File: config.mk
export PLATFORM = sky130hd
export DESIGN_NAME = ex_operand_stage_flat
export DESIGN_NICKNAME = d
export VERILOG_FILES = /design/src/rtl/ex_operand_stage_pkg.sv /design/src/rtl/ex_operand_stage_if.sv /design/src/rtl/ex_operand_stage_fwd_unit.sv /design/src/rtl/ex_operand_stage.sv /design/src/flat_wrapper.sv
export SDC_FILE = /design/constraint.sdc
export NUM_CORES = 1
export LEC_CHECK = 0
export BUFFER_PORTS_ARGS = -buffer_cell sky130_fd_sc_hd__buf_4
export CAP_MARGIN = 30
export CORE_MARGIN = 8
export CORE_UTILIZATION = 41
export DETAILED_ROUTE_END_ITERATION = 8
export PLACE_DENSITY = 0.77
export SLEW_MARGIN = 20
export SYNTH_ARGS = -nofsm -noshare
export SYNTH_HDL_FRONTEND = slang
export SYNTH_HIERARCHICAL = 1
export SYNTH_SLANG_ARGS = --single-unit
File: constraint.sdc
create_clock -name clk_i -period 3.3 [get_ports clk_i]
set_input_delay 0.66 -clock clk_i [delete_from_list [all_inputs] [get_ports clk_i]]
set_output_delay 0.66 -clock clk_i [all_outputs]
set_load 0.05 [all_outputs]
File: src/rtl/ex_operand_stage_pkg.sv
// Shared encodings for the EX operand stage: ALU control codes, funct codes,
// alu_op encodings, id_ctl bit positions and forwarding selects.
package ex_operand_stage_pkg;

    typedef enum logic [1:0] {
        ALUOP_ADD   = 2'b00,
        ALUOP_SUB   = 2'b01,
        ALUOP_RTYPE = 2'b10,
        ALUOP_RSVD  = 2'b11
    } alu_op_e;

    localparam logic [3:0] ALU_AND = 4'b0000;
    localparam logic [3:0] ALU_OR  = 4'b0001;
    localparam logic [3:0] ALU_ADD = 4'b0010;
    localparam logic [3:0] ALU_MUL = 4'b0100;
    localparam logic [3:0] ALU_SUB = 4'b0110;
    localparam logic [3:0] ALU_SLT = 4'b0111;
    localparam logic [3:0] ALU_NOR = 4'b1100;
    localparam logic [3:0] ALU_NOP = 4'b1111;

    localparam logic [5:0] FN_ADD = 6'h20;
    localparam logic [5:0] FN_SUB = 6'h22;
    localparam logic [5:0] FN_AND = 6'h24;
    localparam logic [5:0] FN_OR  = 6'h25;
    localparam logic [5:0] FN_SLT = 6'h2A;
    localparam logic [5:0] FN_NOR = 6'h27;
    localparam logic [5:0] FN_MUL = 6'h18;

    // id_ctl = {alusrc, regwrite, memread, memwrite, memtoreg}
    localparam int CTL_ALUSRC   = 4;
    localparam int CTL_REGWRITE = 3;
    localparam int CTL_MEMREAD  = 2;
    localparam int CTL_MEMWRITE = 1;
    localparam int CTL_MEMTOREG = 0;

    typedef enum logic [1:0] {
        FWD_RF  = 2'd0,
        FWD_WB  = 2'd1,
        FWD_EXM = 2'd2
    } fwd_sel_e;

    function automatic logic [3:0] alu_ctrl_decode(input logic [1:0] op, input logic [5:0] funct);
        logic [3:0] c;
        c = ALU_NOP;
        case (op)
            ALUOP_ADD:   c = ALU_ADD;
            ALUOP_SUB:   c = ALU_SUB;
            ALUOP_RTYPE: begin
                case (funct)
                    FN_ADD:  c = ALU_ADD;
                    FN_SUB:  c = ALU_SUB;
                    FN_AND:  c = ALU_AND;
                    FN_OR:   c = ALU_OR;
                    FN_SLT:  c = ALU_SLT;
                    FN_NOR:  c = ALU_NOR;
                    FN_MUL:  c = ALU_MUL;
                    default: c = ALU_NOP;
                endcase
            end
            default:     c = ALU_NOP;
        endcase
        return c;
    endfunction

endpackage

File: src/rtl/ex_operand_stage_if.sv
// Signal bundle between the ID/forwarding sources and the EX operand stage.
// master = upstream/environment side, slave = the stage itself.
interface ex_operand_stage_if #(
    parameter int DATA_W = 32,
    parameter int REG_AW = 5
);
    logic              id_valid_i;
    logic [REG_AW-1:0] id_rs_i;
    logic [REG_AW-1:0] id_rt_i;
    logic [REG_AW-1:0] id_rd_i;
    logic [DATA_W-1:0] id_rs_data_i;
    logic [DATA_W-1:0] id_rt_data_i;
    logic [DATA_W-1:0] id_imm_i;
    logic [1:0]        id_alu_op_i;
    logic [5:0]        id_funct_i;
    logic [4:0]        id_ctl_i;
    logic              flush_i;
    logic              exm_regwrite_i;
    logic [REG_AW-1:0] exm_rd_i;
    logic [DATA_W-1:0] exm_data_i;
    logic              wb_regwrite_i;
    logic [REG_AW-1:0] wb_rd_i;
    logic [DATA_W-1:0] wb_data_i;
    logic              hazard_o;
    logic [DATA_W-1:0] src1_o;
    logic [DATA_W-1:0] src2_o;
    logic [3:0]        ctrl_o;
    logic [DATA_W-1:0] store_data_o;
    logic [REG_AW-1:0] ex_rd_o;
    logic [3:0]        ex_ctl_o;
    logic              ex_valid_o;

    modport master (
        output id_valid_i, id_rs_i, id_rt_i, id_rd_i, id_rs_data_i, id_rt_data_i, id_imm_i,
               id_alu_op_i, id_funct_i, id_ctl_i, flush_i,
               exm_regwrite_i, exm_rd_i, exm_data_i, wb_regwrite_i, wb_rd_i, wb_data_i,
        input  hazard_o, src1_o, src2_o, ctrl_o, store_data_o, ex_rd_o, ex_ctl_o, ex_valid_o
    );

    modport slave (
        input  id_valid_i, id_rs_i, id_rt_i, id_rd_i, id_rs_data_i, id_rt_data_i, id_imm_i,
               id_alu_op_i, id_funct_i, id_ctl_i, flush_i,
               exm_regwrite_i, exm_rd_i, exm_data_i, wb_regwrite_i, wb_rd_i, wb_data_i,
        output hazard_o, src1_o, src2_o, ctrl_o, store_data_o, ex_rd_o, ex_ctl_o, ex_valid_o
    );
endinterface

File: src/rtl/ex_operand_stage_fwd_unit.sv
// Combinational forwarding select for the two EX sources; the EX/MEM stage
// holds the younger result so it wins over MEM/WB, and r0 is never forwarded.
module fwd_unit
    import ex_operand_stage_pkg::*;
#(
    parameter int REG_AW = 5
) (
    input  logic              exm_regwrite_i,
    input  logic [REG_AW-1:0] exm_rd_i,
    input  logic              wb_regwrite_i,
    input  logic [REG_AW-1:0] wb_rd_i,
    input  logic [REG_AW-1:0] rs_i,
    input  logic [REG_AW-1:0] rt_i,
    output fwd_sel_e          fwd_rs_o,
    output fwd_sel_e          fwd_rt_o
);
    logic exm_hit_rs, exm_hit_rt, wb_hit_rs, wb_hit_rt;

    assign exm_hit_rs = exm_regwrite_i && (exm_rd_i != '0) && (exm_rd_i == rs_i);
    assign exm_hit_rt = exm_regwrite_i && (exm_rd_i != '0) && (exm_rd_i == rt_i);
    assign wb_hit_rs  = wb_regwrite_i  && (wb_rd_i  != '0) && (wb_rd_i  == rs_i);
    assign wb_hit_rt  = wb_regwrite_i  && (wb_rd_i  != '0) && (wb_rd_i  == rt_i);

    assign fwd_rs_o = exm_hit_rs ? FWD_EXM : (wb_hit_rs ? FWD_WB : FWD_RF);
    assign fwd_rt_o = exm_hit_rt ? FWD_EXM : (wb_hit_rt ? FWD_WB : FWD_RF);
endmodule

File: src/rtl/ex_operand_stage.sv
// ID/EX pipeline register with load-use hazard detect, registered ALU-ctrl
// decode and zero-latency operand forwarding into the downstream ALU.
module ex_operand_stage
    import ex_operand_stage_pkg::*;
#(
    parameter int DATA_W = 32,
    parameter int REG_AW = 5
) (
    input  logic              clk_i,
    input  logic              rst_n,
    ex_operand_stage_if.slave bus
);
    logic              valid_q, valid_d;
    logic [REG_AW-1:0] rs_q, rs_d, rt_q, rt_d, rd_q, rd_d;
    logic [DATA_W-1:0] rs_data_q, rs_data_d, rt_data_q, rt_data_d, imm_q, imm_d;
    logic [4:0]        ctl_q, ctl_d;
    logic [3:0]        ctrl_q, ctrl_d;

    logic              hazard, bubble;
    fwd_sel_e          fwd_rs, fwd_rt;
    logic [DATA_W-1:0] rs_fwd, rt_fwd;

    // Only the load's rt matters: that is the register it is about to write.
    assign hazard = valid_q && ctl_q[CTL_MEMREAD] && (rt_q != '0) && bus.id_valid_i &&
                    ((rt_q == bus.id_rs_i) || (rt_q == bus.id_rt_i));
    assign bubble = bus.flush_i || hazard;

    always_comb begin
        valid_d   = 1'b0;
        rs_d      = '0;
        rt_d      = '0;
        rd_d      = '0;
        rs_data_d = '0;
        rt_data_d = '0;
        imm_d     = '0;
        ctl_d     = '0;
        ctrl_d    = ALU_AND;
        if (!bubble) begin
            valid_d   = bus.id_valid_i;
            rs_d      = bus.id_rs_i;
            rt_d      = bus.id_rt_i;
            rd_d      = bus.id_rd_i;
            rs_data_d = bus.id_rs_data_i;
            rt_data_d = bus.id_rt_data_i;
            imm_d     = bus.id_imm_i;
            ctl_d     = bus.id_ctl_i;
            ctrl_d    = alu_ctrl_decode(bus.id_alu_op_i, bus.id_funct_i);
        end
    end

    always_ff @(posedge clk_i or negedge rst_n) begin
        if (!rst_n) begin
            valid_q   <= 1'b0;
            rs_q      <= '0;
            rt_q      <= '0;
            rd_q      <= '0;
            rs_data_q <= '0;
            rt_data_q <= '0;
            imm_q     <= '0;
            ctl_q     <= '0;
            ctrl_q    <= '0;
        end else begin
            valid_q   <= valid_d;
            rs_q      <= rs_d;
            rt_q      <= rt_d;
            rd_q      <= rd_d;
            rs_data_q <= rs_data_d;
            rt_data_q <= rt_data_d;
            imm_q     <= imm_d;
            ctl_q     <= ctl_d;
            ctrl_q    <= ctrl_d;
        end
    end

    fwd_unit #(.REG_AW(REG_AW)) u_fwd (
        .exm_regwrite_i (bus.exm_regwrite_i),
        .exm_rd_i       (bus.exm_rd_i),
        .wb_regwrite_i  (bus.wb_regwrite_i),
        .wb_rd_i        (bus.wb_rd_i),
        .rs_i           (rs_q),
        .rt_i           (rt_q),
        .fwd_rs_o       (fwd_rs),
        .fwd_rt_o       (fwd_rt)
    );

    always_comb begin
        case (fwd_rs)
            FWD_EXM: rs_fwd = bus.exm_data_i;
            FWD_WB:  rs_fwd = bus.wb_data_i;
            default: rs_fwd = rs_data_q;
        endcase
        case (fwd_rt)
            FWD_EXM: rt_fwd = bus.exm_data_i;
            FWD_WB:  rt_fwd = bus.wb_data_i;
            default: rt_fwd = rt_data_q;
        endcase
    end

    assign bus.hazard_o     = hazard;
    assign bus.src1_o       = rs_fwd;
    assign bus.src2_o       = ctl_q[CTL_ALUSRC] ? imm_q : rt_fwd;
    assign bus.store_data_o = rt_fwd;
    assign bus.ctrl_o       = ctrl_q;
    assign bus.ex_rd_o      = rd_q;
    assign bus.ex_ctl_o     = valid_q ? ctl_q[3:0] : 4'b0000;
    assign bus.ex_valid_o   = valid_q;
endmodule

File: src/flat_wrapper.sv
// flat-port wrapper written by rule: the top's interface ports become plain ports
module ex_operand_stage_flat import ex_operand_stage_pkg::*;
#(
    parameter int DATA_W = 32,
    parameter int REG_AW = 5
)
  (clk_i, rst_n, bus_id_valid_i, bus_id_rs_i, bus_id_rt_i, bus_id_rd_i, bus_id_rs_data_i, bus_id_rt_data_i, bus_id_imm_i, bus_id_alu_op_i, bus_id_funct_i, bus_id_ctl_i, bus_flush_i, bus_exm_regwrite_i, bus_exm_rd_i, bus_exm_data_i, bus_wb_regwrite_i, bus_wb_rd_i, bus_wb_data_i, bus_hazard_o, bus_src1_o, bus_src2_o, bus_ctrl_o, bus_store_data_o, bus_ex_rd_o, bus_ex_ctl_o, bus_ex_valid_o);
  ex_operand_stage_if #(.DATA_W(DATA_W), .REG_AW(REG_AW)) bus_i ();
  input  logic clk_i;
  input  logic rst_n;
  input wire logic [$bits(bus_i.id_valid_i)-1:0] bus_id_valid_i;
  input wire logic [$bits(bus_i.id_rs_i)-1:0] bus_id_rs_i;
  input wire logic [$bits(bus_i.id_rt_i)-1:0] bus_id_rt_i;
  input wire logic [$bits(bus_i.id_rd_i)-1:0] bus_id_rd_i;
  input wire logic [$bits(bus_i.id_rs_data_i)-1:0] bus_id_rs_data_i;
  input wire logic [$bits(bus_i.id_rt_data_i)-1:0] bus_id_rt_data_i;
  input wire logic [$bits(bus_i.id_imm_i)-1:0] bus_id_imm_i;
  input wire logic [$bits(bus_i.id_alu_op_i)-1:0] bus_id_alu_op_i;
  input wire logic [$bits(bus_i.id_funct_i)-1:0] bus_id_funct_i;
  input wire logic [$bits(bus_i.id_ctl_i)-1:0] bus_id_ctl_i;
  input wire logic [$bits(bus_i.flush_i)-1:0] bus_flush_i;
  input wire logic [$bits(bus_i.exm_regwrite_i)-1:0] bus_exm_regwrite_i;
  input wire logic [$bits(bus_i.exm_rd_i)-1:0] bus_exm_rd_i;
  input wire logic [$bits(bus_i.exm_data_i)-1:0] bus_exm_data_i;
  input wire logic [$bits(bus_i.wb_regwrite_i)-1:0] bus_wb_regwrite_i;
  input wire logic [$bits(bus_i.wb_rd_i)-1:0] bus_wb_rd_i;
  input wire logic [$bits(bus_i.wb_data_i)-1:0] bus_wb_data_i;
  output wire logic [$bits(bus_i.hazard_o)-1:0] bus_hazard_o;
  output wire logic [$bits(bus_i.src1_o)-1:0] bus_src1_o;
  output wire logic [$bits(bus_i.src2_o)-1:0] bus_src2_o;
  output wire logic [$bits(bus_i.ctrl_o)-1:0] bus_ctrl_o;
  output wire logic [$bits(bus_i.store_data_o)-1:0] bus_store_data_o;
  output wire logic [$bits(bus_i.ex_rd_o)-1:0] bus_ex_rd_o;
  output wire logic [$bits(bus_i.ex_ctl_o)-1:0] bus_ex_ctl_o;
  output wire logic [$bits(bus_i.ex_valid_o)-1:0] bus_ex_valid_o;
  assign bus_i.id_valid_i = bus_id_valid_i;
  assign bus_i.id_rs_i = bus_id_rs_i;
  assign bus_i.id_rt_i = bus_id_rt_i;
  assign bus_i.id_rd_i = bus_id_rd_i;
  assign bus_i.id_rs_data_i = bus_id_rs_data_i;
  assign bus_i.id_rt_data_i = bus_id_rt_data_i;
  assign bus_i.id_imm_i = bus_id_imm_i;
  assign bus_i.id_alu_op_i = bus_id_alu_op_i;
  assign bus_i.id_funct_i = bus_id_funct_i;
  assign bus_i.id_ctl_i = bus_id_ctl_i;
  assign bus_i.flush_i = bus_flush_i;
  assign bus_i.exm_regwrite_i = bus_exm_regwrite_i;
  assign bus_i.exm_rd_i = bus_exm_rd_i;
  assign bus_i.exm_data_i = bus_exm_data_i;
  assign bus_i.wb_regwrite_i = bus_wb_regwrite_i;
  assign bus_i.wb_rd_i = bus_wb_rd_i;
  assign bus_i.wb_data_i = bus_wb_data_i;
  assign bus_hazard_o = bus_i.hazard_o;
  assign bus_src1_o = bus_i.src1_o;
  assign bus_src2_o = bus_i.src2_o;
  assign bus_ctrl_o = bus_i.ctrl_o;
  assign bus_store_data_o = bus_i.store_data_o;
  assign bus_ex_rd_o = bus_i.ex_rd_o;
  assign bus_ex_ctl_o = bus_i.ex_ctl_o;
  assign bus_ex_valid_o = bus_i.ex_valid_o;
  ex_operand_stage #(.DATA_W(DATA_W), .REG_AW(REG_AW)) u_core (.clk_i(clk_i), .rst_n(rst_n), .bus(bus_i));
endmodule
==> impl_results.md, run 1 <==
- Most frequent cells after synthesis: and2_1, dfrtp_1, nand2_1, o21ai_0, a22oi_1
- Clock power share: 0.374
- Clk sinks: 121
- Worst setup EP type: output pin
- Max VDD drop: 0.373 mV
- CTS tree: done
- Max incr delay on CP: 0.55 ns
- P&R area growth vs syn: 109%
- Fill cells: ~630
- Cells after Synth: 598
- Area of the die: 18800 µm²
- Sequential area share after synthesis: 0.502
- Synthesized area per cell: 10.1 µm²
- Initial antenna violation count: 1
- Row cnt: 44
- Final WL: roughly 33000 µm
- First-pass GRT wire length: roughly 42000 µm
- Power Internal: 3350 µW
- Reg-to-reg startpoint: u_core/rt_q[3]$_DFF_PN0_
- Logic pwr share: 0.293
- Vias per cell: about 6
- Simple-Gate Fraction of Synth Area: 0.193
- Dpl cells: 1117
- CTS max path bufs: 2
- Max transition margin: 0.605
- PortBufs: approximately 310
- Initial DRT Pass Iterations: 5
- Crit-path slowest cell: or4_4
- Total number of yosys warnings: 6
- Final min period: 3.84 ns
- Violated checks: negative setup slack
- Drt first-iter violations: 615
- Core Box Area: around 14000 µm²
- Post-route insts no fill: ~1200
- TritonCTS Buffers: 17
- # DRC: 0
- Minimum setup slack among reg-to-reg paths: slightly above 0.7 ns
- Worst Tran Pin Value: 0.592 ns
- Critical-path cell list: buf_6 -> or4_4 -> o21ai_4 -> nor4_2 -> nor4_2 -> inv_1 -> ha_4 -> buf_12 -> nand2_2 -> o21ai_4 -> mux2_4 -> buf_6
- Number of global-route vias before repair: roughly 7400
- Largest family of logic cells by synthesized area: simple AND/OR/NAND/NOR gates
- Worst-Skew Late Latency: about 0.42 ns
- Final GP Congestion: between 0.9 and 1
- Max Cap Viol: 0
- Routed WL per cell: 27.4 µm
- Worst R2R Path Depth: 6
- Final nets: 1203
- Hpwl dp: 18300 µm
- Post-DRT Antenna Nets: 0
- Critical Setup Path Class: input pin to output pin
- Status: complete, but fails checks
- Largest net degree at the start of global routing: 66
- Register bit total from synthesis: 121
- Startpoint types: input pin
- Power Dens Cells: 386 nW/µm²
- Fraction of registers with async set or reset after synthesis: 1.00
- Overall global routing resource usage: 0.296
- Worst setup margin: -0.545 ns
- Vias post-DR: ~7000
- Cell taking the most area after synthesis: dfrtp_1
- Compound-Gate Fraction of Synth Area: 0.155
- Post-synth EDFFs: 0
- Post-synthesis mux area share: 0.0598
- Yosys cell types: 41
- I/O pin cnt: about 320
- Fin crit share: 1.17
- RSZ-0062 raised after global routing: yes
- Die Y: roughly 140 µm
- Crit path arrival time: approximately 3.2 ns
- Total global routing overflow: 0
- Leakage: between 0.005 and 0.006 µW
- Root Buffer: clkbuf_16
- Switching share of power: 0.310
- Clock Pin Slew Worst Setup and Hold Paths: roughly 0.060 ns
- CP Buf/Inv Count: 4
- Sw power: 1510 µW
- Top-count cell post-synth: and2_1
- Mapped Nets: 806
- Multi-input gate area: 4310 µm²
- Seq pwr share: 0.333
- Die Wd: approximately 140 µm
- Worst r2r dst: u_core/imm_q[11]$_DFF_PN0_
- Final hold vios: 0
- HP Class: input pin to asynchronous set/reset pin
- Crit-path max FO: 21
- Largest cells by area after synthesis: dfrtp_1, and2_1, a22oi_1
- CTS H-tree lvls: 4
- Primary FF master, synth: dfrtp_1
- Adder-Cell Fraction of Synth Area: 0.00830
- Mapped Area: 6030 µm²
- Critical Path RT: roughly 2.6 ns
- Setup violations, final: 96
- Top Family by Delay on Critical Path: simple AND/OR/NAND/NOR gates
- Share of cells above drive strength 1: 0.668
- Storage cell area: between 3000 and 4000 µm²
- Share of the synthesized area in the top cell type: 0.502
- Xor and xnor area share after synthesis: 0.0436
- Effective utilization at floorplan: 0.418
- Setup Skew: 0.0104 ns
- Max Freq: 260 MHz
- Max-slew violation count: 0
- Fin util: 0.873
flip-flops by register name, summed over array words and instances, names as in the netlist:
signal and cells:
u_core/bus.ctrl_o 4, u_core/bus.ex_rd_o 5, u_core/bus.ex_valid_o 1, u_core/ctl_q 5, u_core/imm_q 32, u_core/rs_data_q 32, u_core/rs_q 5, u_core/rt_data_q 32
u_core/rt_q 5
cell usage in the layout (no fill, tap or decap), drive strengths merged, types with 2 or more instances in the layout:
cell	n
nand4	2
a22oi	64
nand2	69
and2	122
o21ai	66
nor4	5
clkbuf	27
inv	8
bufinv	2
dfrtp	121
buf	417
and3	2
or4	3
clkinvlp	2
a21oi	4
mux2	32
nor2	2
clkinv	5
nand3	4
xor2	4
ha	4
xnor2	26
layout make-up:
class | count | area share
antenna | 1 | 0.000199
clock buffer | 21 | 0.0366
clock inverter | 9 | 0.00795
inverter | 8 | 0.00258
multi-input combinational | 424 | 0.343
sequential | 121 | 0.241
tap | 184 | 0.0183
timing repair buffer | 423 | 0.351
metal layers:
| metal | global-route usage | wire [µm] | vias up |
|---|---|---|---|
| met3 | 0.0890 | 3270 | 175 |
| met1 | 0.314 | 11000 | 3404 |
| li1 | - | - | 2852 |
| met2 | 0.523 | 16500 | 568 |
| met5 | 0 | 0 | - |
| met4 | 0.154 | 1880 | 0 |
per-stage QoR:
step / area (µm²) / TNS (ns) / worst slack [ns] / power (µW) / hold slack, ns
after CTS: 12100 / -38.77 / -0.509 / 4730 / 0.202
after global routing: 12600 / -45.22 / -0.643 / 4970 / 0.221
after floorplan: 7060 / -17.62 / -0.404 / 2280 / 0.364
after detailed placement: 9920 / -40.29 / -0.545 / 2770 / 0.646
final: 12600 / -34.75 / -0.545 / 4860 / 0.203
after global placement: 9920 / -37.53 / -0.516 / 2740 / 0.637
cells by family (layout without fill, tap and decap cells):
family                     after synthesis  count (layout)
DFF                                    121             121
AOI/OAI and AO/OA                      145             145
and+or+nand+nor                        213             213
other                                    0               1
xor gates and xnor gates                30              30
buffers and inverters                   53             461
muxes                                   32              32
adders and majority gates                4               4
worst max-delay path by stage:
stage                          from             end  depth (start not counted)
global route        bus_exm_rd_i[1]  bus_src2_o[10]                         12
global placement    bus_exm_rd_i[1]  bus_src2_o[22]                         12
detailed placement  bus_exm_rd_i[1]   bus_src2_o[3]                         11
floorplan           bus_exm_rd_i[1]  bus_src2_o[10]                         10
finish              bus_exm_rd_i[1]  bus_src2_o[10]                         12
CTS                 bus_exm_rd_i[1]   bus_src2_o[3]                         12
power groups by stage:
stage          Sequential [µW]  Clock, µW  Combinational, µW
6_report                  1620       1820               1420
5_1_grt                   1620       1880               1470
4_1_cts                   1600       1800               1320
3_5_place_dp              1620          0               1140
3_3_place_gp              1620          0               1120
2_1_floorplan             1630          0                644
repair_timing:
| item | CTS | global route |
|---|---|---|
| cloned | 11 | 7 |
| endpoints found under the setup margin | 96 | 96 |
| setup buffers | 22 | 16 |
| hold buffers | 0 | 0 |
| resized for setup | 261 | 100 |
| pin swaps | 35 | 40 |
(Power assumes the default switching activity.)
==> run 2: changes to the inputs <==
PLACE_DENSITY = 0.8   (was 0.77)
==> run 2 against run 1 <==
  * The run still ends with negative setup slack left
  * Critical endpoint is now bus_src2_o[23]
  * Register-to-register slack improved by 0.27 ns
  * Clock skew down 0.0033 ns
  * Sequential cell count did not move
  * Non-clock buffer count decreased by 14
  * Largest power group unchanged
  * Maximum frequency is 0.38% higher
  * Via count down 3.5%
  * Combinational power about the same
  * Sequential share of layout area grew 0.41 points
  * Power up 4.9%
==> impl_results.md, run 2 (synthesis gave the netlist of run 1 again) <==
- CTS H-tree lvls: 4 (unchanged)
- Share of cells above drive strength 1: 0.664 (-0.00401)
- Hpwl dp: 17200 µm (-5.8%)
- Vias per cell: 5.73 (-2.4%)
- Max Freq: 261 MHz (+0.38%)
- Violated checks: negative setup slack
- CTS tree: done
- Final hold vios: 0 (unchanged)
- Vias post-DR: 6755 (-3.5%)
- Area after DPL: 9860 µm² (-0.66%)
- RSZ-0062 raised after global routing: yes
- Top Family by Delay on Critical Path: simple AND/OR/NAND/NOR gates
- # diodes: 0 (-1)
- Commonest non-fill, non-tap cell in the layout: buf_4
- Core Box Area: 14400 µm² (unchanged)
- CTS max path bufs: 2 (unchanged)
- Leakage: 0.00549 µW (-1.1%)
- Final GP Congestion: 0.883 (-2.0%)
- Worst setup margin: -0.530 ns (+0.0145 ns)
- Max Cap Viol: 0 (unchanged)
- Post-route insts no fill: 1178 (-1.1%)
- Max incr delay on CP: 0.54 ns (about the same)
- HP Class: input pin to asynchronous set/reset pin
- Critical Setup Path Class: input pin to output pin
- Fin crit share: 1.16 (-0.00441)
- Crit-path max FO: 5 (-76%)
- Number of global-route vias before repair: 7155 (-2.8%)
- Final min period: 3.83 ns (-0.0145 ns)
- Root Buffer: clkbuf_16
- Die Wd: 137 µm (unchanged)
- Worst Tran Pin Value: 0.655 ns (+0.0622 ns)
- Max VDD drop: 0.366 mV (-2.0%)
- Storage cell area: 3030 µm² (unchanged)
- # DRC: 0 (unchanged)
- Overall global routing resource usage: 0.296 (-0.000407)
- Setup Skew: 0.00715 ns (-0.00326 ns)
- Dpl cells: 1110 (-0.63%)
- Multi-input gate area: 4210 µm² (-2.3%)
- Post-DRT Antenna Nets: 0 (unchanged)
- Power Dens Cells: 411 nW/µm² (+6.7%)
- Max-slew violation count: 0 (unchanged)
- Crit-path slowest cell: or4_4
- Final WL: 31300 µm (-4.1%)
- Initial antenna violation count: 0 (-1)
- Startpoint types: input pin
- Worst setup EP type: output pin
- Setup violations, final: 96 (unchanged)
- TritonCTS Buffers: 17 (unchanged)
- Total global routing overflow: 0 (unchanged)
- Worst hold margin: 0.255 ns (+0.0521 ns)
- Largest net degree at the start of global routing: 62 (-6.1%)
- Top flop regs: u_core/imm_q (32), u_core/rs_data_q (32), u_core/rt_data_q (32)
- Highest-count cells in the layout ignoring fill and taps: buf_4, and2_1, dfrtp_1
- P&R area growth vs syn: 105%
- CP Buf/Inv Count: 5 (+1)
- Critical Path RT: 2.64 ns (about the same)
- PortBufs: 314 (unchanged)
- Die Y: 137 µm (unchanged)
- Drt first-iter violations: 531 (-14%)
- Clock Pin Slew Worst Setup and Hold Paths: 0.05 ns (about the same)
- Area of the die: 18800 µm² (unchanged)
- Initial DRT Pass Iterations: 7 (+2)
- Effective utilization at floorplan: 0.418 (unchanged)
- Row cnt: 44 (unchanged)
- Worst-Skew Late Latency: 0.41 ns (about the same)
- Final nets: 1189 (-1.2%)
- Routed WL per cell: 26.6 µm (-3.1%)
- Status: complete, but fails checks
- Clk sinks: 121 (unchanged)
- Fill cells: 672 (+6.0%)
- Fin util: 0.858 (-0.0147)
- Critical-path cell list: buf_6 -> or4_4 -> o21ai_4 -> nor4_2 -> nor4_2 -> inv_1 -> ha_4 -> buf_12 -> a22oi_2 -> buf_4 -> o21ai_4 -> mux2_4 -> buf_6
- Crit path arrival time: 3.17 ns (about the same)
- First-pass GRT wire length: 41600 µm (-0.38%)
- Max transition margin: 0.564 (-0.0415)
- Post-route cell area: 12400 µm² (-1.7%)
- I/O pin cnt: 315 (unchanged)
run 2: cell types whose count changed in the layout (fill, tap and decap cells not counted), moves of 6 or more:
cell     change
nand2_2     +20
buf_6       -17
nand2_4     -16
buf_12      -10
buf_8        +7
buf_4        +6
run 2: path summary, 6_finish.rpt:
| path | startpoint | cells past startpoint | to | slack [ns] |
|---|---|---|---|---|
| max | bus_exm_rd_i[2] | 13 | bus_src2_o[23] | -0.53 |
| min | rst_n | 1 | u_core/imm_q[0]$_DFF_PN0_ | 0.25 |
| max reg2reg | u_core/rt_q[1]$_DFF_PN0_ | 6 | u_core/rt_data_q[24]$_DFF_PN0_ | 0.98 |
| min reg2reg | u_core/ctl_q[2]$_DFF_PN0_ | 4 | u_core/bus.ctrl_o[2]$_DFF_PN0_ | 0.99 |
| max in group asynchronous | rst_n | 2 | u_core/rs_data_q[31]$_DFF_PN0_ | 2.27 |
| min in group clk_i | bus_flush_i | 2 | u_core/bus.ctrl_o[2]$_DFF_PN0_ | 0.43 |
run 2: final cells by class:
type	instances	area share
inverter	8	0.00243
sequential	121	0.245
clock inverter	11	0.0155
clock buffer	21	0.0380
timing repair buffer	409	0.340
tap	184	0.0186
multi-input combinational	424	0.340
run 2: routing by layer:
layer / up-vias / track usage / routed length [µm]
li1: 2830 / - / -
met5: - / 0 / 0
met1: 3319 / 0.331 / 10800
met2: 496 / 0.507 / 15900
met4: 0 / 0.165 / 1680
met3: 110 / 0.0748 / 2950
run 2: through the flow:
stage                     total power, µW  TNS [ns]  worst slack [ns]
after floorplan                      2280    -17.62            -0.404
after detailed placement             2750    -38.89            -0.610
final                                5090    -37.24            -0.530
after global placement               2730    -36.84            -0.570
after CTS                            5000    -38.54            -0.498
after global routing                 5230    -48.53            -0.637
run 2: power by group:
group | internal, µW | total [µW] | switching [µW]
logic | 640 | 1390 | 755
clock network | 1400 | 2080 | 684
registers | 1560 | 1610 | 51.2
run 2: what timing repair did:
action                     in CTS  in global routing
gates cloned                   10                  4
hold buffers                    0                  0
setup endpoints to repair      96                 96
setup buffers                  23                  0
gates resized for setup       246                 85
pin swaps                      55                 24
==> run 3: changes to the inputs <==
==> constraint.sdc (replaced) <==
create_clock -name clk_i -period 3.3 [get_ports clk_i]
set_input_delay 0.33 -clock clk_i [delete_from_list [all_inputs] [get_ports clk_i]]
set_output_delay 0.33 -clock clk_i [all_outputs]
set_load 0.05 [all_outputs]
==> run 3 against run 2 <==
  * The run now ends clean
  * Core utilization down 17 points
  * Largest power group unchanged
  * Critical endpoint is now bus_src2_o[10]
  * Worst hold slack worse by 0.14 ns
  * Cell area down 19%
  * Final cell count down 5.2%
  * Largest cell class is now multi-input gates
  * Register-to-register slack better by 0.13 ns
==> impl_results.md, run 3 (synthesis gave the netlist of run 1 again) <==
- CTS H-tree lvls: 4 (unchanged)
- Die Y: 137 µm (unchanged)
- Number of global-route vias before repair: 5995 (-16%)
- Top flop regs: u_core/imm_q (32), u_core/rs_data_q (32), u_core/rt_data_q (32)
- Startpoint types: input pin
- Initial antenna violation count: 0 (unchanged)
- Final nets: 1128 (-5.1%)
- Status: finished clean
- Setup Skew: 0.00524 ns (-0.00190 ns)
- CTS tree: done
- Vias post-DR: 5833 (-14%)
- Clk sinks: 121 (unchanged)
- Max transition margin: 0.523 (-0.0411)
- First-pass GRT wire length: 32700 µm (-21%)
- Final min period: 3.22 ns (-0.611 ns)
- Crit path arrival time: 2.89 ns (-0.28 ns)
- Area of the die: 18800 µm² (unchanged)
- Total global routing overflow: 0 (unchanged)
- Post-route cell area: 9990 µm² (-19%)
- Root Buffer: clkbuf_16
- Critical Setup Path Class: input pin to output pin
- TritonCTS Buffers: 17 (unchanged)
- Largest net degree at the start of global routing: 121 (+95%)
- Fin crit share: 0.976 (-0.185)
- Clock Pin Slew Worst Setup and Hold Paths: 0.06 ns (about the same)
- # diodes: 0 (unchanged)
- Overall global routing resource usage: 0.230 (-0.0662)
- Crit-path max FO: 10 (+5)
- Max-slew violation count: 0 (unchanged)
- Multi-input gate area: 3280 µm² (-22%)
- P&R area growth vs syn: 65.7%
- Tot Pwr: 4460 µW (-12%)
- Fill cells: 1092 (+63%)
- Effective utilization at floorplan: 0.418 (unchanged)
- Share of cells above drive strength 1: 0.521 (-0.143)
- Die Wd: 137 µm (unchanged)
- Worst-Skew Late Latency: 0.41 ns (about the same)
- Setup violations, final: 0 (-100%)
- Max VDD drop: 0.324 mV (-12%)
- Final hold vios: 0 (unchanged)
- Vias per cell: 5.22 (-8.9%)
- # DRC: 0 (unchanged)
- Critical Path RT: 2.97 ns (+0.33 ns)
- Worst Tran Pin Value: 0.716 ns (+0.0616 ns)
- Core Box Area: 14400 µm² (unchanged)
- Routed WL per cell: 21.2 µm (-20%)
- Final WL: 23700 µm (-24%)
- Worst setup EP type: output pin
- Power Dens Cells: 447 nW/µm² (+8.6%)
- CTS max path bufs: 2 (unchanged)
- Max Cap Viol: 0 (unchanged)
- I/O pin cnt: 315 (unchanged)
- Max Freq: 311 MHz (+19%)
- Final GP Congestion: 0.842 (-4.7%)
- Initial DRT Pass Iterations: 7 (unchanged)
- HP Class: input pin to register
- Highest-count cells in the layout ignoring fill and taps: buf_4, and2_1, dfrtp_1
- Drt first-iter violations: 231 (-56%)
- Commonest non-fill, non-tap cell in the layout: buf_4
- Row cnt: 44 (unchanged)
- PortBufs: 314 (unchanged)
- Hpwl dp: 16600 µm (-3.3%)
- Area after DPL: 8930 µm² (-9.3%)
- Dpl cells: 1065 (-4.1%)
- Setup TNS: 0 ns (+37.24 ns)
- Leakage: 0.00465 µW (-15%)
- Post-route insts no fill: 1117 (-5.2%)
- Post-DRT Antenna Nets: 0 (unchanged)
- RSZ-0062 raised after global routing: yes
- Storage cell area: 3040 µm² (+0.21%)
- Fin util: 0.693 (-0.165)
run 3: cell count changes in the layout (fill, tap and decap cells not counted), sizes merged:
| cell | before | now |
|---|---|---|
| buf | 405 | 345 |
| bufbuf | 1 | 0 |
| bufinv | 5 | 2 |
| clkbuf | 24 | 23 |
| clkinv | 2 | 3 |
| clkinvlp | 3 | 6 |
| dlygate4sd3 | 0 | 1 |
| inv | 9 | 8 |
run 3: area by class of cell:
class,count,share of cell area
multi-input cells,424,0.328
flip-flops and latches,121,0.304
repair buffers,348,0.284
clock buffers,21,0.0451
well taps,184,0.0230
clock inverters,11,0.0124
inverters,8,0.00301
run 3: per-layer routing:
layer  routed length, µm  vias to the layer above  GRT usage
met5                   0                        -          0
met4                 822                        0      0.100
met3                2120                       54     0.0817
met2               12600                      250      0.405
met1                8170                     2830      0.243
li1                    -                     2699          -
run 3: through the flow:
| stage | hold slack [ns] | setup WS (ns) |
|---|---|---|
| final | 0.118 | 0.0803 |
| after global routing | 0.103 | -0.0390 |
| after CTS | 0.105 | -0.0224 |
| after detailed placement | 0.434 | -0.00315 |
| after global placement | 0.426 | 0.101 |
| after floorplan | 0.0344 | -0.227 |
run 3: path summary, 6_finish.rpt:
path / from / slack [ns] / to / cells past startpoint
worst max-delay path: bus_exm_rd_i[1] / 0.08 / bus_src2_o[10] / 13
worst min-delay path: bus_flush_i / 0.12 / u_core/bus.ctrl_o[2]$_DFF_PN0_ / 2
worst max register to register: u_core/rt_q[3]$_DFF_PN0_ / 1.11 / u_core/bus.ctrl_o[0]$_DFF_PN0_ / 6
worst min register to register: u_core/ctl_q[2]$_DFF_PN0_ / 0.94 / u_core/bus.ctrl_o[2]$_DFF_PN0_ / 4
max in group asynchronous: rst_n / 1.96 / u_core/imm_q[2]$_DFF_PN0_ / 3
min in group asynchronous: rst_n / 0.52 / u_core/imm_q[13]$_DFF_PN0_ / 2
run 3: where the power goes:
part	internal, µW	switching (µW)
registers	1560	35.8
clock network	1130	672
logic	446	619
total	3140	1330
run 3: repair_timing:
item | CTS | global route
gates resized for setup | 11 | 37
cloned | 0 | 3
hold buffers | 1 | 0
setup endpoints to repair | 73 | 36
buffers inserted | 0 | 15
pin swaps | 0 | 7
hold endpoints to repair | 32 | 0
run 3: critical path: stages:
cell and delay [ns]:
buf_4 0.13, or4_4 0.56, o21ai_4 0.21, nor4_4 0.08, buf_4 0.15, nor4_4 0.15
inv_1 0.11, ha_4 0.29, buf_2 0.18, buf_12 0.16, o21ai_4 0.07, mux2_4 0.27
buf_4 0.19
